`src/rtl/tmc4671_spi_responder.sv`:
```
// SPI slave model of the TMC4671 40-bit datagram register interface.
// Oversamples SCK/nSCS/MOSI on clk, decodes write/read datagrams and serves a small register file.
module tmc4671_spi_responder #(
   parameter int unsigned REG_DEPTH   = 16,
   parameter int unsigned SYNC_STAGES = 2,
   parameter logic [31:0] RESET_VALUE = 32'h0000_0000
) (
   input  logic        clk,
   input  logic        reset,
   input  logic        SCK,
   input  logic        MOSI,
   input  logic        nSCS,
   output logic        MISO,
   output logic        miso_oe,
   output logic        wr_valid,
   output logic [6:0]  wr_addr,
   output logic [31:0] wr_data,
   output logic        rd_valid,
   output logic        frame_error,
   output logic        busy,
   input  logic [6:0]  host_addr,
   output logic [31:0] host_rdata
);

   // state  | meaning
   // S_IDLE | no frame; waiting for nSCS fall
   // S_ADDR | shifting in R/W bit and 7-bit address, MISO held 0
   // S_DATA | shifting in 32 data bits, shifting out tx word
   // S_DONE | 40 bits received; commit once, ignore SCK until nSCS rises
   typedef enum logic [1:0] {S_IDLE, S_ADDR, S_DATA, S_DONE} state_t;

   localparam int unsigned AW     = (REG_DEPTH > 1) ? $clog2(REG_DEPTH) : 1;
   localparam logic [7:0]  DEPTH8 = 8'(REG_DEPTH);

   state_t r_state;
   state_t w_state_next;

   logic [SYNC_STAGES-1:0] r_sck_sync;
   logic [SYNC_STAGES-1:0] r_cs_sync;
   logic [SYNC_STAGES-1:0] r_mosi_sync;
   logic                   r_sck_d;
   logic                   r_cs_d;

   logic [5:0]  r_bit_cnt;
   logic [30:0] r_shift;
   logic        r_cmd_wr;
   logic [6:0]  r_addr;
   logic [31:0] r_data;
   logic [31:0] r_tx;
   logic        r_miso;
   logic        r_commit;
   logic [31:0] r_regs [REG_DEPTH];

   logic        w_sck_s;
   logic        w_cs_s;
   logic        w_mosi_s;
   logic        w_sck_rise;
   logic        w_sck_fall;
   logic        w_cs_fall;
   logic        w_cs_rise;
   logic [6:0]  w_addr_in;
   logic        w_addr_in_ok;
   logic [31:0] w_rd_word;
   logic        w_addr_ok;
   logic        w_host_ok;
   logic        w_commit_wr;

   assign w_sck_s  = r_sck_sync[SYNC_STAGES-1];
   assign w_cs_s   = r_cs_sync[SYNC_STAGES-1];
   assign w_mosi_s = r_mosi_sync[SYNC_STAGES-1];

   assign w_sck_rise = w_sck_s & ~r_sck_d;
   assign w_sck_fall = ~w_sck_s & r_sck_d;
   assign w_cs_fall  = ~w_cs_s & r_cs_d;
   assign w_cs_rise  = w_cs_s & ~r_cs_d;

   // Sync flops reset to the idle line levels so reset release never fakes an edge.
   always_ff @(posedge clk or posedge reset) begin
      if (reset) begin
         r_sck_sync  <= '1;
         r_cs_sync   <= '1;
         r_mosi_sync <= '0;
         r_sck_d     <= 1'b1;
         r_cs_d      <= 1'b1;
      end else begin
         r_sck_sync  <= {r_sck_sync[SYNC_STAGES-2:0], SCK};
         r_cs_sync   <= {r_cs_sync[SYNC_STAGES-2:0], nSCS};
         r_mosi_sync <= {r_mosi_sync[SYNC_STAGES-2:0], MOSI};
         r_sck_d     <= w_sck_s;
         r_cs_d      <= w_cs_s;
      end
   end

   assign w_addr_in    = {r_shift[5:0], w_mosi_s};
   assign w_addr_in_ok = ({1'b0, w_addr_in} < DEPTH8);
   assign w_rd_word    = w_addr_in_ok ? r_regs[w_addr_in[AW-1:0]] : 32'h0;
   assign w_addr_ok    = ({1'b0, r_addr} < DEPTH8);
   assign w_host_ok    = ({1'b0, host_addr} < DEPTH8);
   assign host_rdata   = w_host_ok ? r_regs[host_addr[AW-1:0]] : 32'h0;
   assign w_commit_wr  = (r_state == S_DONE) && r_commit && r_cmd_wr && w_addr_ok;

   always_ff @(posedge clk or posedge reset) begin
      if (reset) r_state <= S_IDLE;
      else       r_state <= w_state_next;
   end

   always_comb begin
      w_state_next = r_state;
      case (r_state)
         S_IDLE: if (w_cs_fall) w_state_next = S_ADDR;
         S_ADDR: begin
            if (w_cs_rise)                           w_state_next = S_IDLE;
            else if (w_sck_rise && r_bit_cnt == 6'd7) w_state_next = S_DATA;
         end
         S_DATA: begin
            if (w_cs_rise)                            w_state_next = S_IDLE;
            else if (w_sck_rise && r_bit_cnt == 6'd39) w_state_next = S_DONE;
         end
         // Level test so a deselect coinciding with the last SCK rise still ends the frame.
         S_DONE: if (w_cs_s) w_state_next = S_IDLE;
         default: w_state_next = S_IDLE;
      endcase
   end

   always_ff @(posedge clk or posedge reset) begin
      if (reset) begin
         r_bit_cnt   <= '0;
         r_shift     <= '0;
         r_cmd_wr    <= 1'b0;
         r_addr      <= '0;
         r_data      <= '0;
         r_tx        <= '0;
         r_miso      <= 1'b0;
         r_commit    <= 1'b0;
         wr_valid    <= 1'b0;
         rd_valid    <= 1'b0;
         frame_error <= 1'b0;
         wr_addr     <= '0;
         wr_data     <= '0;
      end else begin
         wr_valid    <= 1'b0;
         rd_valid    <= 1'b0;
         frame_error <= 1'b0;
         case (r_state)
            S_IDLE: begin
               if (w_cs_fall) begin
                  r_bit_cnt <= '0;
                  r_miso    <= 1'b0;
                  r_commit  <= 1'b0;
               end
            end
            S_ADDR: begin
               if (w_cs_rise) begin
                  frame_error <= 1'b1;
               end else begin
                  if (w_sck_fall) r_miso <= 1'b0;
                  if (w_sck_rise) begin
                     r_shift   <= {r_shift[29:0], w_mosi_s};
                     r_bit_cnt <= r_bit_cnt + 6'd1;
                     if (r_bit_cnt == 6'd7) begin
                        r_cmd_wr <= r_shift[6];
                        r_addr   <= w_addr_in;
                        r_tx     <= w_rd_word;
                     end
                  end
               end
            end
            S_DATA: begin
               if (w_cs_rise) begin
                  frame_error <= 1'b1;
               end else begin
                  if (w_sck_fall) begin
                     r_miso <= r_tx[31];
                     r_tx   <= {r_tx[30:0], 1'b0};
                  end
                  if (w_sck_rise) begin
                     r_shift   <= {r_shift[29:0], w_mosi_s};
                     r_bit_cnt <= r_bit_cnt + 6'd1;
                     if (r_bit_cnt == 6'd39) begin
                        r_data   <= {r_shift[30:0], w_mosi_s};
                        r_commit <= 1'b1;
                     end
                  end
               end
            end
            S_DONE: begin
               if (r_commit) begin
                  r_commit <= 1'b0;
                  if (r_cmd_wr) begin
                     wr_valid <= 1'b1;
                     wr_addr  <= r_addr;
                     wr_data  <= r_data;
                  end else begin
                     rd_valid <= 1'b1;
                  end
               end
            end
            default: ;
         endcase
      end
   end

   always_ff @(posedge clk or posedge reset) begin
      if (reset) begin
         for (int i = 0; i < int'(REG_DEPTH); i++) r_regs[i] <= RESET_VALUE;
      end else if (w_commit_wr) begin
         r_regs[r_addr[AW-1:0]] <= r_data;
      end
   end

   assign MISO    = r_miso;
   assign miso_oe = ~w_cs_s;
   assign busy    = (r_state != S_IDLE);

endmodule

```
`config.mk`:
```
export PLATFORM = sky130hd
export DESIGN_NAME = tmc4671_spi_responder
export DESIGN_NICKNAME = d
export VERILOG_FILES = /design/src/rtl/tmc4671_spi_responder.sv
export SDC_FILE = /design/constraint.sdc
export NUM_CORES = 1
export LEC_CHECK = 0
export CORE_ASPECT_RATIO = 1.5
export CORE_UTILIZATION = 58
export DETAILED_ROUTE_END_ITERATION = 8
export HOLD_SLACK_MARGIN = 0.02
export PLACE_DENSITY_LB_ADDON = 0.15
export SYNTH_ARGS = -nofsm -noshare
export SYNTH_HDL_FRONTEND = slang
export SYNTH_SLANG_ARGS = --single-unit
```
`constraint.sdc`:
```
create_clock -name clk -period 44.6 [get_ports clk]
set_input_delay 4.46 -clock clk [delete_from_list [all_inputs] [get_ports clk]]
set_output_delay 4.46 -clock clk [all_outputs]
set_load 0.01 [all_outputs]
```
* Yosys cells after proc, flatten, opt, wreduce, memory -nomap -nowiden
Index checks and enable logic that the tools add are counted.
** Word-level totals
- Memory bits (writable) :: 0
- Register bits :: 675
- Memories kept :: 0
- Bits of input ports :: 12
- Output and inout port bits :: 77
- Latch bits :: 0
- Memory bits (read-only) :: 0
** Operators by class
- Reductions and logical operators :: 22
- Multiplexer cells :: 46
- $mul :: 0
- Divide/modulo/power cells :: 0
- Bitwise logic cells :: 12
- $add $sub $neg :: 1
- Shift operators :: 0
- Magnitude comparators :: 7
- Equality and inequality tests :: 19
** Operator list (count)
- 512-bit bitwise mux :: 1
- 32-bit 2-to-1 mux :: 12
- 32-bit binary-select mux with 4-bit select :: 2
- 32-bit demux with 4-bit select :: 1
- 32-bit case mux with 2 select lines :: 1
- 2-bit inequality test (second input constant) :: 11
- 7-bit by 5-bit < comparator with 1-bit output (second input constant) :: 3
- 6-bit 2-to-1 mux :: 3
- 1-bit 2-to-1 mux :: 16
- 4-bit AND reduction :: 4
- 5-bit greater-or-equal comparator (second input constant) :: 3
- 4-bit NOT with 5-bit output :: 3
- 2-bit 2-to-1 mux :: 6
- 6-bit case mux with 2 select lines :: 1
- 6-bit AND reduction :: 2
- 2-bit case mux with 4 select lines :: 1
- 6-bit by 1-bit adder with 6-bit output (second input constant) :: 1
- 6-bit by 3-bit equality test with 1-bit output (second input constant) :: 1
- 6-bit equality test (second input constant) :: 1
- 1-bit logical AND :: 6
- 3-bit inequality test (second input constant) :: 2
- 1-bit case mux with 3 select lines :: 2
- 3-bit AND reduction :: 2
- 2-bit nonzero test :: 3
- 10 further kinds :: 19

* Logic depth before layout (Yosys ltp)
- Depth in word-level cells :: 9
- Depth in mapped cells :: 9

* Worst setup path before layout
OpenSTA, ideal clock, no wires.
- Path kind :: input port to output port
- From :: input host_addr[0]
- To :: output host_rdata[10]
- Stages on the path :: 5
- Slack :: 34.045 ns
- Data arrival time :: 6.095 ns
- Path through :: buf_2 -> buf_1 -> mux4_2 -> mux2i_1 -> o22ai_1
** On the way
- Cells in the longest elaborated chain, start to end :: 5
- Elaborated cells between the ends (all ways) :: 6
- Classes of those cells :: 1 x order compare; 4 x mux; 1 x bitwise
** RTL lines
- start, declared :: RTL line 21 : input logic [6:0] host_addr,
- 4-bit NOT with 5-bit output (implied by the code) :: RTL line 99 : assign host_rdata = w_host_ok ? r_regs[host_addr[AW-1:0]] : 32'h0;
- 32-bit binary-select mux with 4-bit select :: RTL line 99
- 32-bit 2-to-1 mux (implied by the code) (2 in a row) :: RTL line 99
- 32-bit 2-to-1 mux * :: RTL line 99
- end, declared :: RTL line 22 : output logic [31:0] host_rdata
Mark *: on every way between the ends. The rest lies on a longest branch, timed or not. The select of a mux whose other input is x is not followed.

* Final worst setup path
- From :: input host_addr[1]
- To :: output host_rdata[0]
Same word-level chain as after synthesis.

==> impl_metrics.xml <==
<?xml version="1.0" encoding="UTF-8"?>
<metrics>
  <group name="die">
    <metric name="die_w" unit="µm">199</metric>
    <metric name="die_height" unit="µm">297</metric>
    <metric name="core_box_area" unit="mm²">0.0570</metric>
    <metric name="floorplan.die_area" unit="mm²">0.0590</metric>
    <metric name="io_pins" unit="">89</metric>
    <metric name="rows" unit="">107</metric>
    <metric name="initial_utilization" unit="">0.590</metric>
  </group>
  <group name="finish">
    <metric name="fillerInstances" unit="">4116</metric>
    <metric name="sequential_cell_area" unit="mm²">0.0169</metric>
    <metric name="antenna_cells_inserted" unit="">0</metric>
    <metric name="multiInputGateArea" unit="mm²">0.0159</metric>
    <metric name="fin_util" unit="">0.653</metric>
    <metric name="post_route_cells_drive_above_1_share" unit="">0.461</metric>
    <metric name="flow.area_growth_from_synthesis" unit="%">10.8</metric>
    <metric name="layout.nets" unit="">2244</metric>
    <metric name="finalInstanceArea" unit="mm²">0.0372</metric>
  </group>
  <group name="synth">
    <metric name="synth_largest_area_cell" unit="">dfrtp_1</metric>
    <metric name="ys.warnings.count" unit="">0</metric>
    <metric name="synth_top_flop_cell" unit="">dfrtp_1</metric>
    <metric name="post-synth-top-area-fraction" unit="">0.498</metric>
    <metric name="synthCells" unit="">2230</metric>
    <metric name="synth.distinct_cells" unit="">42</metric>
    <metric name="synth.ff_latch_count" unit="">675</metric>
    <metric name="synth_edf_count" unit="">0</metric>
    <metric name="synth_area" unit="mm²">0.0336</metric>
    <metric name="async_reset_ff_frac" unit="">1.00</metric>
    <metric name="seq_area_frac_synth" unit="">0.503</metric>
    <metric name="synth.avg_cell_area" unit="µm²">15.1</metric>
    <metric name="synth_top_cells_by_area" unit="">dfrtp_1 50%, mux2_2 20%, mux4_2 17%, mux2i_1 1.9%, nand2_1 1.8%</metric>
    <metric name="synth_fp_nets" unit="">2249</metric>
  </group>
  <group name="timing">
    <metric name="timing.clock.skew" unit="ns">0.0140</metric>
    <metric name="max_freq" unit="MHz">84.2</metric>
    <metric name="setup_viol" unit="">0</metric>
    <metric name="final-max-slew-violation-count" unit="">0</metric>
    <metric name="layout_worst_path_cycle_share" unit="">0.266</metric>
    <metric name="tightestPinTransition" unit="ns">1.17</metric>
    <metric name="hold_viol" unit="">0</metric>
    <metric name="grt_setup_unrepaired" unit="">no</metric>
    <metric name="tns" unit="ns">0</metric>
    <metric name="worst_slew_margin_rel" unit="">0.220</metric>
    <metric name="final_period_minus_worst_setup_slack" unit="ns">11.87</metric>
  </group>
  <group name="placed_design">
    <metric name="numPortBuffers" unit="">88</metric>
    <metric name="gpl.final_weighted_congestion" unit="">0.800</metric>
    <metric name="placed_area" unit="mm²">0.0350</metric>
    <metric name="hpwlAfterDp" unit="µm">47200</metric>
  </group>
  <group name="route">
    <metric name="routed_via_density" unit="">6.69</metric>
    <metric name="remaining_drc_errors" unit="">0</metric>
    <metric name="detailroute.via_count" unit="">20310</metric>
    <metric name="dr.first_iter.drc_count" unit="">1390</metric>
    <metric name="wl" unit="µm">86800</metric>
    <metric name="drt_pre_antenna_iters" unit="">5</metric>
    <metric name="detail_route.wl_per_cell" unit="µm">28.6</metric>
    <metric name="postRouteAntennaNets" unit="">0</metric>
  </group>
  <group name="worst_setup_path">
    <metric name="critical_path_cell_list" unit="">buf_6 -&gt; buf_4 -&gt; mux4_2 -&gt; mux2i_1 -&gt; o22ai_1 -&gt; clkdlybuf4s50_1</metric>
    <metric name="cpMaxStageDelayCell" unit="">buf_4</metric>
    <metric name="crit_path_end_kind" unit="">output port</metric>
    <metric name="crit_arrival" unit="ns">7.41</metric>
    <metric name="category_of_the_most_critical_setup_path" unit="">in -&gt; out</metric>
    <metric name="crit_path_max_fanout" unit="">72</metric>
    <metric name="critPathLaunchType" unit="">primary input</metric>
    <metric name="worst_path_largest_cell_delay" unit="ns">0.83</metric>
    <metric name="critical_path_buf_inv_count" unit="">3</metric>
    <metric name="cp_data_required_time" unit="ns">40.14</metric>
    <metric name="path_delay_family" unit="">buffers and inverters</metric>
  </group>
  <group name="clock_tree">
    <metric name="clkTransAtPathRegs" unit="ns">0.06</metric>
    <metric name="cts_num_sinks" unit="">675</metric>
    <metric name="worstSkewPairLatency" unit="ns">0.61</metric>
    <metric name="cts_hold_buf" unit="">0</metric>
    <metric name="cts_buffer_depth" unit="">3</metric>
    <metric name="cts_tree" unit="">built</metric>
    <metric name="cts_setup_buffers" unit="">0</metric>
    <metric name="post_cts_resize_count" unit="">0</metric>
    <metric name="htree_num_levels" unit="">3</metric>
    <metric name="clock-root-buffer" unit="">clkbuf_16</metric>
    <metric name="num_cts_buffers" unit="">67</metric>
  </group>
  <group name="power_and_ir_drop">
    <metric name="cell_internal_pwr" unit="mW">1.02</metric>
    <metric name="power.ir.vdd_worst" unit="mV">0.0340</metric>
    <metric name="share_seq_of_total_power" unit="">0.460</metric>
    <metric name="design_power_total" unit="mW">1.39</metric>
    <metric name="power-per-cell-area" unit="mW/mm²">37.4</metric>
    <metric name="part_of_the_power_in_combinational_logic" unit="">0.118</metric>
    <metric name="leakage_power_figure" unit="nW">17.5</metric>
    <metric name="power_switching" unit="mW">0.370</metric>
    <metric name="power.share.switching" unit="">0.266</metric>
    <metric name="power_frac_clock" unit="">0.422</metric>
  </group>
  <group name="global_routing">
    <metric name="grt_start_max_net_pins" unit="">166</metric>
    <metric name="grt_pass1_vias" unit="">22004</metric>
    <metric name="antenna_found_initial" unit="">0</metric>
    <metric name="grt_util_all_layers" unit="">0.308</metric>
    <metric name="globalRoute.totalOverflow" unit="">0</metric>
    <metric name="global_route_wire_length_before_repair" unit="µm">134000</metric>
  </group>
  <group name="worst_hold_path">
    <metric name="worstHoldPathType" unit="">reg -&gt; reg</metric>
  </group>
  <group name="outcome">
    <metric name="run_status" unit="">completed</metric>
  </group>
  <group name="run">
    <metric name="max_cap_check_violation_count" unit="">0</metric>
  </group>
</metrics>
power groups by stage:
stage / Sequential, mW / Clock [mW] / Combinational [mW]
finish: 0.640 / 0.587 / 0.165
global placement: 0.650 / 0 / 0.163
CTS: 0.639 / 0.598 / 0.165
global route: 0.640 / 0.621 / 0.172
detailed placement: 0.651 / 0 / 0.165
floorplan: 0.634 / 0 / 0.122
per-layer routing:
metal	up-vias	part of all wire	GRT usage
li1	8411	-	-
met2	659	0.51	0.509
met3	216	0.051	0.0422
met5	-	0	0
met4	0	0.044	0.145
met1	11024	0.40	0.403
state kept, by name, summed over array words and instances (netlist names), 2 cells and up:
name,flops
r_mosi_sync,2
r_addr,7
wr_addr,7
r_cs_sync,2
r_sck_sync,2
r_tx,32
r_shift,31
r_data,32
r_regs,512
wr_data,32
r_state,2
r_bit_cnt,6
worst paths after layout:
kind                               from  cells after the start  slack (ns)            end
max in group asynchronous         reset                      4       37.72     r_regs[85]
hold reg to reg            r_cs_sync[0]                      0        0.36   r_cs_sync[1]
setup / recovery           host_addr[1]                      6       32.73  host_rdata[0]
hold / removal             r_cs_sync[0]                      0        0.36   r_cs_sync[1]
setup reg to reg             r_state[0]                      7       40.86    r_regs[436]
min in group asynchronous         reset                      2        4.42    wr_data[28]
Yosys cell counts, types with 31 or more instances:
cell type    n
dfrtp_1    669
mux2_2     609
mux4_2     256
nand2_1    162
clkbuf_1    94
nand3_1     69
mux2i_1     65
buf_1       47
mux2_1      40
buf_2       37
o22ai_1     32
a32oi_1     31
layout by cell type, fill, tap and decap left out, types with 9 or more instances in the layout:
| master | synthesis | routed |
|---|---|---|
| clkinv_2 | 0 | 9 |
| mux4_2 | 256 | 256 |
| clkbuf_16 | 0 | 71 |
| nand3_1 | 69 | 68 |
| nor2_1 | 13 | 13 |
| mux2_1 | 40 | 40 |
| nand2_1 | 162 | 160 |
| clkdlybuf4s50_1 | 0 | 85 |
| buf_4 | 21 | 39 |
| clkbuf_8 | 0 | 16 |
| o22ai_1 | 32 | 32 |
| clkbuf_1 | 94 | 12 |
| a32oi_1 | 31 | 31 |
| mux2i_1 | 65 | 65 |
| dfrtp_1 | 669 | 666 |
| mux2_2 | 609 | 609 |
cells by family (layout without fill, tap and decap cells):
group,after synthesis,in the layout,share of synthesized area
multiplexers,970,970,0.408
buffers and inverters,211,252,0.0279
XOR/XNOR,4,4,0.00104
flip-flops,675,675,0.503
AO/OA/AOI/OAI,77,77,0.0172
AND/OR/NAND/NOR,286,286,0.0405
adder cells (fa/ha/maj),7,7,0.00260
metrics by stage:
stage | hold WS, ns | setup slack [ns] | cells
final | 0.355 | 32.73 | 3034
after global placement | 0.344 | 32.79 | 2919
after CTS | 0.356 | 32.74 | 3034
after detailed placement | 0.341 | 32.76 | 2919
after floorplan | 0.331 | 21.23 | 2230
after global routing | 0.362 | 32.63 | 3034
layout make-up:
cell class | instances | area share
Clock inverter | 17 | 0.00648
Timing Repair Buffer | 128 | 0.0325
Clock buffer | 98 | 0.0545
Multi-Input combinational cell | 1344 | 0.426
Sequential cell | 675 | 0.454
Tap cell | 763 | 0.0256
Inverter | 9 | 0.00111
Power figures use the tool's default switching activity.
